<file path="src/rtl/nd_1to2_pkg.sv">
// Shared types and defaults for the nd_1to2 routing node.
package nd_1to2_pkg;

  localparam int unsigned NsAddressSize = 8;
  localparam int unsigned NsDataSize    = 8;

  // Input channel FSM
  typedef enum logic [1:0] {
    RxIdle,
    RxAck,
    RxWaitLow
  } rx_state_e;

  // Per-output channel FSM
  typedef enum logic [1:0] {
    TxIdle,
    TxReq,
    TxAcked
  } tx_state_e;

endpackage

</file>
<file path="src/rtl/nd_1to2_if.sv">
// Four-phase req/ack message channel carrying a destination address and data.
interface nd_1to2_if #(
  parameter int unsigned ASZ = nd_1to2_pkg::NsAddressSize,
  parameter int unsigned DSZ = nd_1to2_pkg::NsDataSize
) ();

  logic           req;
  logic           ack;
  logic [ASZ-1:0] dst;
  logic [DSZ-1:0] dat;

  modport master (output req, output dst, output dat, input ack);
  modport slave  (input req, input dst, input dat, output ack);

endinterface

</file>
<file path="src/rtl/nd_1to2_out_buf.sv">
// One-entry holding buffer feeding a four-phase output channel.
module nd_1to2_out_buf import nd_1to2_pkg::*; #(
  parameter int unsigned ASZ = NsAddressSize,
  parameter int unsigned DSZ = NsDataSize
) (
  input  logic           i_clk,
  input  logic           reset,
  input  logic           wr_en,
  input  logic [ASZ-1:0] wr_dst,
  input  logic [DSZ-1:0] wr_dat,
  output logic           full,
  nd_1to2_if.master      snd
);

  tx_state_e      state_q;
  logic           full_q;
  logic [ASZ-1:0] buf_dst_q;
  logic [DSZ-1:0] buf_dat_q;
  logic           req_q;
  logic [ASZ-1:0] dst_q;
  logic [DSZ-1:0] dat_q;
  logic           tx_done;

  // The buffer frees up on the edge the downstream ack is seen, so it can be refilled then.
  assign tx_done = (state_q == TxReq) && snd.ack;
  assign full    = full_q && !tx_done;

  assign snd.req = req_q;
  assign snd.dst = dst_q;
  assign snd.dat = dat_q;

  // Buffer occupancy and contents; a fill wins over a same-cycle clear.
  always_ff @(posedge i_clk or negedge reset) begin
    if (!reset) begin
      full_q    <= 1'b0;
      buf_dst_q <= '0;
      buf_dat_q <= '0;
    end else if (wr_en) begin
      full_q    <= 1'b1;
      buf_dst_q <= wr_dst;
      buf_dat_q <= wr_dat;
    end else if (tx_done) begin
      full_q <= 1'b0;
    end
  end

  // Output handshake FSM with registered req/dst/dat.
  always_ff @(posedge i_clk or negedge reset) begin
    if (!reset) begin
      state_q <= TxIdle;
      req_q   <= 1'b0;
      dst_q   <= '0;
      dat_q   <= '0;
    end else begin
      case (state_q)
        TxIdle: begin
          if (full_q) begin
            req_q   <= 1'b1;
            dst_q   <= buf_dst_q;
            dat_q   <= buf_dat_q;
            state_q <= TxReq;
          end
        end
        TxReq: begin
          if (snd.ack) begin
            req_q   <= 1'b0;
            state_q <= TxAcked;
          end
        end
        TxAcked: begin
          // Wait for ack low so req never re-rises under a stale ack.
          if (!snd.ack) state_q <= TxIdle;
        end
        default: state_q <= TxIdle;
      endcase
    end
  end

endmodule

</file>
<file path="src/rtl/nd_1to2.sv">
// 1-to-2 routing node: steers each input message to snd0 (dst <= REF_ADDR) or snd1.
module nd_1to2 import nd_1to2_pkg::*; #(
  parameter int unsigned    ASZ      = NsAddressSize,
  parameter int unsigned    DSZ      = NsDataSize,
  parameter logic [ASZ-1:0] REF_ADDR = '0
) (
  input  logic      i_clk,
  input  logic      reset,
  output logic      ready,
  nd_1to2_if.slave  rcv0,
  nd_1to2_if.master snd0,
  nd_1to2_if.master snd1
);

  rx_state_e state_q;
  logic      ack_q;
  logic      ready_q;
  logic      to_snd1;
  logic      full0;
  logic      full1;
  logic      target_full;
  logic      accept;

  assign to_snd1     = rcv0.dst > REF_ADDR;
  assign target_full = to_snd1 ? full1 : full0;
  assign accept      = (state_q == RxIdle) && rcv0.req && !target_full;

  assign rcv0.ack = ack_q;
  assign ready    = ready_q;

  // Input handshake FSM. Reset lands in RxWaitLow so a request held across reset
  // is never consumed; with req already low it falls through to RxIdle on the first edge.
  always_ff @(posedge i_clk or negedge reset) begin
    if (!reset) begin
      state_q <= RxWaitLow;
      ack_q   <= 1'b0;
      ready_q <= 1'b0;
    end else begin
      ready_q <= 1'b1;
      case (state_q)
        RxIdle: begin
          if (accept) begin
            ack_q   <= 1'b1;
            state_q <= RxAck;
          end
        end
        RxAck: begin
          if (!rcv0.req) begin
            ack_q   <= 1'b0;
            state_q <= RxIdle;
          end
        end
        RxWaitLow: begin
          if (!rcv0.req) state_q <= RxIdle;
        end
        default: state_q <= RxIdle;
      endcase
    end
  end

  nd_1to2_out_buf #(
    .ASZ(ASZ),
    .DSZ(DSZ)
  ) u_out0 (
    .i_clk (i_clk),
    .reset (reset),
    .wr_en (accept && !to_snd1),
    .wr_dst(rcv0.dst),
    .wr_dat(rcv0.dat),
    .full  (full0),
    .snd   (snd0)
  );

  nd_1to2_out_buf #(
    .ASZ(ASZ),
    .DSZ(DSZ)
  ) u_out1 (
    .i_clk (i_clk),
    .reset (reset),
    .wr_en (accept && to_snd1),
    .wr_dst(rcv0.dst),
    .wr_dat(rcv0.dat),
    .full  (full1),
    .snd   (snd1)
  );

endmodule

</file>
<file path="src/flat_wrapper.sv">
// flat-port wrapper written by rule: the top's interface ports become plain ports
module nd_1to2_flat import nd_1to2_pkg::*;
#(
  parameter int unsigned    ASZ      = NsAddressSize,
  parameter int unsigned    DSZ      = NsDataSize,
  parameter logic [ASZ-1:0] REF_ADDR = '0
)
  (i_clk, reset, ready, rcv0_req, rcv0_dst, rcv0_dat, rcv0_ack, snd0_req, snd0_dst, snd0_dat, snd0_ack, snd1_req, snd1_dst, snd1_dat, snd1_ack);
  nd_1to2_if #(.ASZ(ASZ), .DSZ(DSZ)) rcv0_i ();
  nd_1to2_if #(.ASZ(ASZ), .DSZ(DSZ)) snd0_i ();
  nd_1to2_if #(.ASZ(ASZ), .DSZ(DSZ)) snd1_i ();
  input  logic i_clk;
  input  logic reset;
  output logic ready;
  input wire logic [$bits(rcv0_i.req)-1:0] rcv0_req;
  input wire logic [$bits(rcv0_i.dst)-1:0] rcv0_dst;
  input wire logic [$bits(rcv0_i.dat)-1:0] rcv0_dat;
  output wire logic [$bits(rcv0_i.ack)-1:0] rcv0_ack;
  output wire logic [$bits(snd0_i.req)-1:0] snd0_req;
  output wire logic [$bits(snd0_i.dst)-1:0] snd0_dst;
  output wire logic [$bits(snd0_i.dat)-1:0] snd0_dat;
  input wire logic [$bits(snd0_i.ack)-1:0] snd0_ack;
  output wire logic [$bits(snd1_i.req)-1:0] snd1_req;
  output wire logic [$bits(snd1_i.dst)-1:0] snd1_dst;
  output wire logic [$bits(snd1_i.dat)-1:0] snd1_dat;
  input wire logic [$bits(snd1_i.ack)-1:0] snd1_ack;
  assign rcv0_i.req = rcv0_req;
  assign rcv0_i.dst = rcv0_dst;
  assign rcv0_i.dat = rcv0_dat;
  assign rcv0_ack = rcv0_i.ack;
  assign snd0_req = snd0_i.req;
  assign snd0_dst = snd0_i.dst;
  assign snd0_dat = snd0_i.dat;
  assign snd0_i.ack = snd0_ack;
  assign snd1_req = snd1_i.req;
  assign snd1_dst = snd1_i.dst;
  assign snd1_dat = snd1_i.dat;
  assign snd1_i.ack = snd1_ack;
  nd_1to2 #(.ASZ(ASZ), .DSZ(DSZ), .REF_ADDR(REF_ADDR)) u_core (.i_clk(i_clk), .reset(reset), .ready(ready), .rcv0(rcv0_i), .snd0(snd0_i), .snd1(snd1_i));
endmodule
</file>
<file path="config.mk">
export PLATFORM = sky130hd
export DESIGN_NAME = nd_1to2_flat
export DESIGN_NICKNAME = d
export VERILOG_FILES = /design/src/rtl/nd_1to2_pkg.sv /design/src/rtl/nd_1to2_if.sv /design/src/rtl/nd_1to2_out_buf.sv /design/src/rtl/nd_1to2.sv /design/src/flat_wrapper.sv
export SDC_FILE = /design/constraint.sdc
export NUM_CORES = 1
export LEC_CHECK = 0
export CORE_MARGIN = 3
export CORE_UTILIZATION = 48
export CTS_BUF_LIST = sky130_fd_sc_hd__clkbuf_4
export DETAILED_ROUTE_END_ITERATION = 12
export GPL_TIMING_DRIVEN = 0
export PLACE_DENSITY = 0.82
export SYNTH_ARGS = -nofsm -noshare
export SYNTH_HDL_FRONTEND = slang
export SYNTH_HIERARCHICAL = 1
export SYNTH_SLANG_ARGS = --single-unit
</file>
<file path="constraint.sdc">
create_clock -name i_clk -period 4.85 [get_ports i_clk]
set_input_delay 0.7275 -clock i_clk [delete_from_list [all_inputs] [get_ports i_clk]]
set_output_delay 0.7275 -clock i_clk [all_outputs]
set_load 0.05 [all_outputs]
</file>
==> results of run 1 <==
## final cells by class
type                    count  area, µm²  area share [%]
clock inverters             7       81.3            2.06
plain buffers               8       82.6            2.09
multi-input cells         107       1100            27.9
flip-flops and latches     76       1900            48.1
well taps                  75       93.8            2.37
inverters                  10       37.5           0.950
repair buffers             57        586            14.8
clock buffers               9       67.6            1.71
## metal layers
layer  share of wire [%]  wire length [µm]
met1                  42              2530
met2                  52              3130
met4                 1.1                68
met3                 4.6               276
met5                   0                 0
## synthesized netlist by cell type (all sizes together)
cell type	number	share of area (%)
conb	1	0.12
or2	3	0.60
o211ai	2	0.48
nand2	1	0.12
buf	8	2.6
nor2	6	0.72
dfstp	1	0.84
nor3	2	1.0
dfrtp	75	60
ha	2	0.80
nor3b	1	0.24
inv	10	1.2
a21oi	3	0.48
or4	3	0.84
a2111oi	1	0.28
o31ai	1	0.24
o2111ai	2	0.56
a211oi	1	0.24
mux2i	2	0.64
mux2	64	25
o21ai	5	0.80
xnor2	2	0.56
nand2b	2	0.40
a31oi	2	0.40
and2	1	0.20
## through the flow
| stage | cells | hold WS, ps | instance area [µm²] |
|---|---|---|---|
| finish | 349 | 112 | 3950 |
| global route | 349 | 71.3 | 3950 |
| CTS | 349 | 74.3 | 3950 |
| detailed placement | 333 | 489 | 3800 |
| global placement | 332 | 482 | 3780 |
| floorplan | 201 | 432 | 3120 |
## flip-flops by register name, indices dropped and copies added, names as in the netlist, 2 cells and up
name                     count
u_core/u_out0/snd.dat        8
u_core/u_out0/state_q        2
u_core/u_out1/snd.dst        8
u_core/u_out0/buf_dat_q      8
u_core/u_out1/buf_dst_q      8
u_core/u_out0/snd.dst        8
u_core/u_out1/state_q        2
u_core/u_out0/buf_dst_q      8
u_core/u_out1/snd.dat        8
u_core/state_q               2
u_core/u_out1/buf_dat_q      8
## worst max-delay path, cell delays in order
cell and delay, ps:
sky130_fd_sc_hd__clkdlybuf4s50_1 480, sky130_fd_sc_hd__or4_1 640, sky130_fd_sc_hd__or4_4 570, sky130_fd_sc_hd__inv_1 60, sky130_fd_sc_hd__buf_2 220, sky130_fd_sc_hd__buf_2 310, sky130_fd_sc_hd__mux2_2 370
## power groups by stage
stage	clock, mW	combinational, mW	sequential, mW
3_3_place_gp	0	1.20	0.969
4_1_cts	0.424	1.23	0.970
2_1_floorplan	0	0.526	1.32
3_5_place_dp	0	1.23	0.979
6_report	0.410	1.22	0.967
5_1_grt	0.449	1.29	0.994
## cell families after synthesis
logic type	synth area share [%]
DFF	60.9
AOI/OAI and AO/OA	3.48
buffers and inverters	3.84
xor gates and xnor gates	0.561
other	0.120
muxes	26.1
adders and majority gates	0.801
and+or+nand+nor	4.16
## worst min path at each step
stage                                          start                  endpoint  slack, ps
after detailed placement  u_core/u_out0/buf_dat_q[2]  u_core/u_out0/snd.dat[2]        490
after CTS                                      reset  u_core/u_out1/snd.dat[2]         70
final                                          reset  u_core/u_out1/snd.dat[2]        110
after global placement    u_core/u_out1/buf_dat_q[1]  u_core/u_out1/snd.dat[1]        480
after global routing                           reset  u_core/u_out1/snd.dat[2]         70
after floorplan                                reset           u_core/rcv0.ack        430
==> reports/metrics.cfg, run 1 <==
[run_status]
outcome=completed

[global_route]
globalRoute.busiestLayer=met2
met2_capacity_usage_during_global_routing_pct=29.4
first_global_vias=1936
antenna_found_initial=0
grtUsageTotal_pct=17.7
grt_max_degree=75
grt_pass1_wl_um=9930
met3_usage_pct=5.42
grt-ovfl-total=0
global_route.usage.met1_pct=22.4

[detailed_routing]
avgRoutedWirePerCell_um=17.2
drc_errors=0
first_iter_violations=48
postRouteAntennaNets=0
dr_total_vias=1811
drt-total-wl_um=6000
vias_per_cell=5.19
detailedRoute.firstPassIterationCount=4

[clocking]
cts_setup_buffers=0
cts_num_sinks=76
clkTransAtPathRegs_ps=110
cts_tree=yes
clock_tree.root_cell=sky130_fd_sc_hd__clkbuf_4
cts-root-to-sink-buffers=2
cts.htree.levels=3
cts-buffers-inserted=9
worst_skew_pair.late_latency_ps=410
cts_repair_resize_count=0
post_cts_hold_buffer_count=0

[critical_path]
critical_path_class=in -> reg
sort_of_element_at_the_end_of_the_critical_path=flop
cp_data_arrival_time_ps=3380
biggest_fanout_along_the_worst_timing_path=10
timing.critical_path.to=u_core/u_out0/buf_dat_q[1]
worstReg2RegEnd=u_core/u_out0/buf_dat_q[1]
cp_data_required_time_ps=5140
startpoint_types=input port
cp-startpoint=rcv0_dst[5]
timing.reg2reg.worst_path_depth=8
r2r_slack_ps=2460
worstReg2RegStart=u_core/state_q[0]

[power_and_ir_drop]
p_leak_nw=1.79
power_switching_mw=1.00
power_density_mw_per_mm2=658
power.sequential.fraction_pct=37.2
vdd_ir_drop_max_mv=0.409
proportion_of_power_drawn_by_combinational_gates_pct=47.1
cell_internal_pwr_mw=1.60
p_sw_share_pct=38.6
finalPower_mw=2.60
power.clock.fraction_pct=15.8

[floorplanning]
placeable_core_area_mm2=0.00610
boundaryPins=57
die_height_um=86.7
site_row_count=28
die-width_um=86.7
floorplan.initialDensity_pct=51.3
die_area_mm2=0.00751

[sta]
totalNegativeSetupSlack_ps=0
finalHoldViolCount=0
worstMarginPinSlew_ps=516
fin_worst_skew_ps=17.0
setup_viol=0
layout_setup_ws_ps=1770
slew_headroom_pct=65.5
grt_setup_unrepaired=no
finalMaxSlewViolations=0
max_freq_ghz=0.324
finalWorstPathRequiredPeriod_ps=3080
final.period_utilization_pct=63.6

[flow_run]
max_cap_violations=0

[cells_and_area]
final.fill_count=469
area_delta_synth_final_pct=26.5
diodes=0
finalCoreUtilization_pct=64.8
layout.cells.most_common=sky130_fd_sc_hd__dfrtp_1
layout_common_cells=sky130_fd_sc_hd__dfrtp_1, sky130_fd_sc_hd__clkdlybuf4s50_1, sky130_fd_sc_hd__mux2_2
fraction_of_layout_cells_with_a_size_suffix_above_1_pct=33.9
fin_nets=292

[logic_synthesis]
post_synth_inst_count=201
ys_warns=6
synth.distinct_cells=30
synthesis.area_per_instance_um2=15.5
synthesis.nets=224
syn_area_mm2=0.00312
synth_sequential_area_ratio_pct=60.9
yosys_register_bits=76

[placement]
place.gp.congestion=0.828
place_hpwl_um=4150
post-place-ws_ps=1320
placement.io_buffers=56

[worst_hold_path]
min_path_type=in -> async

Power figures use the tool's default switching activity.
==> run 2, diff against run 1 <==
clock period = 2.99 ns   (was 4.85 ns; I/O delays follow)
==> run 2 against run 1 <==
  * Register-to-register slack worse by 1900 ps
  * Non-clock buffer count is 1 higher
  * Via count is 0.39% higher
  * Critical endpoint is now u_core/u_out0/buf_dat_q[2]
  * Largest cell class unchanged
  * Largest power group unchanged
==> reports/metrics.cfg, run 2 (synthesis results as in run 1) <==
[cells_and_area]
layout_common_cells=sky130_fd_sc_hd__dfrtp_1, sky130_fd_sc_hd__clkdlybuf4s50_1, sky130_fd_sc_hd__mux2_2
area_delta_synth_final_pct=26.8
design_area_mm2=0.00396
final_cells=350
fin_nets=293
fraction_of_layout_cells_with_a_size_suffix_above_1_pct=33.8
diodes=0
layout.cells.most_common=sky130_fd_sc_hd__dfrtp_1

[flow_run]
max_cap_violations=0

[clocking]
cts-buffers-inserted=9
cts_setup_buffers=0
cts_repair_resize_count=0
clock_tree.root_cell=sky130_fd_sc_hd__clkbuf_4
cts-root-to-sink-buffers=2
cts.htree.levels=3
post_cts_hold_buffer_count=1
cts_num_sinks=76
clkTransAtPathRegs_ps=100
worst_skew_pair.late_latency_ps=410
cts_tree=yes

[sta]
finalWorstPathRequiredPeriod_ps=2800
max_freq_ghz=0.357
final.period_utilization_pct=93.7
setup_viol=0
fin_worst_skew_ps=16.3
grt_setup_unrepaired=no
whs_ps=385
finalHoldViolCount=0
slew_headroom_pct=64.9
finalMaxSlewViolations=0
worstMarginPinSlew_ps=525

[critical_path]
cp_data_required_time_ps=3280
biggest_fanout_along_the_worst_timing_path=10
slowest_delay_ps=640
startpoint_types=input port
sort_of_element_at_the_end_of_the_critical_path=flop
critical_path_class=in -> reg
r2r_slack_ps=590
timing.critical_path.cells=clkdlybuf4s50_1 -> or4_1 -> or4_4 -> inv_1 -> buf_2 -> buf_2 -> mux2_2
path_buf_inv=4
crit_family=simple AND/OR/NAND/NOR gates
critical_path.most_common_cell=sky130_fd_sc_hd__buf_2
cp_data_arrival_time_ps=3090
crit_path_top_delay_cell=sky130_fd_sc_hd__or4_1

[global_route]
grt_pass1_wl_um=9970
grt_max_degree=75
grt-ovfl-total=0
first_global_vias=1946
grtUsageTotal_pct=17.7
antenna_found_initial=0

[power_and_ir_drop]
cell_internal_pwr_mw=2.59
power.clock.fraction_pct=15.7
finalPower_mw=4.22
vdd_ir_drop_max_mv=0.664
power_switching_mw=1.62
proportion_of_power_drawn_by_combinational_gates_pct=47.1
power_density_mw_per_mm2=1060
p_leak_nw=1.80
power.sequential.fraction_pct=37.2
p_sw_share_pct=38.5

[floorplanning]
floorplan.initialDensity_pct=51.3
die_area_mm2=0.00751
site_row_count=28
boundaryPins=57
placeable_core_area_mm2=0.00610
die_height_um=86.7
die-width_um=86.7

[placement]
place.gp.congestion=0.828
placed_area_mm2=0.00380
placement.io_buffers=56
place.detailed.instances=333
place_hpwl_um=4150

[worst_hold_path]
min_path_type=in -> async

[detailed_routing]
avgRoutedWirePerCell_um=17.2
postRouteAntennaNets=0
vias_per_cell=5.19
drt-total-wl_um=6010
first_iter_violations=48
drc_errors=0
dr_total_vias=1818
detailedRoute.firstPassIterationCount=4

[run_status]
outcome=completed

-- run 2: area by class of cell --
type | count | area, µm²
clock inverters | 7 | 81.3
clock buffers | 9 | 67.6
inverters | 10 | 37.5
plain buffers | 8 | 82.6
multi-input cells | 107 | 1100
flip-flops and latches | 76 | 1900
well taps | 75 | 93.8
fillers | 468 | 2130
repair buffers | 58 | 596
-- run 2: through the flow --
step | TNS, ps | setup slack, ps | util (%)
final | 0 | 188 | 65.0
after CTS | 0 | 200 | 65.0
after global routing | 0 | 71.1 | 65.0
after floorplan | 0 | 515 | -
after global placement | -83580 | -1090 | 62.0
after detailed placement | -2240 | -260 | 62.4
-- run 2: path summary, 6_finish.rpt --
check	from	end	cells past startpoint
worst max-delay path	rcv0_dst[5]	u_core/u_out0/buf_dat_q[2]	7
worst min-delay path	reset	u_core/u_out1/snd.dat[2]	2
worst max register to register	u_core/state_q[0]	u_core/u_out0/buf_dat_q[2]	8
worst min register to register	u_core/u_out0/buf_dst_q[6]	u_core/u_out0/snd.dst[6]	1
max in group asynchronous	reset	u_core/state_q[1]	3
min in group i_clk	u_core/u_out0/buf_dst_q[6]	u_core/u_out0/snd.dst[6]	1
-- run 2: power by group through the flow --
stage	combinational, mW	sequential (mW)	clock, mW
final	1.99	1.57	0.663
after global routing	2.09	1.61	0.729
after CTS	2.00	1.57	0.688
after detailed placement	2.00	1.59	0
after global placement	1.94	1.57	0
after floorplan	0.853	2.14	0
-- run 2: routing by layer --
layer / vias up / global-route usage, % / part of all wire (%)
met5: - / 0 / 0
met4: 0 / 5.10 / 1.3
met3: 11 / 5.42 / 4.6
met2: 51 / 29.6 / 52
met1: 916 / 22.4 / 42
li1: 840 / - / -
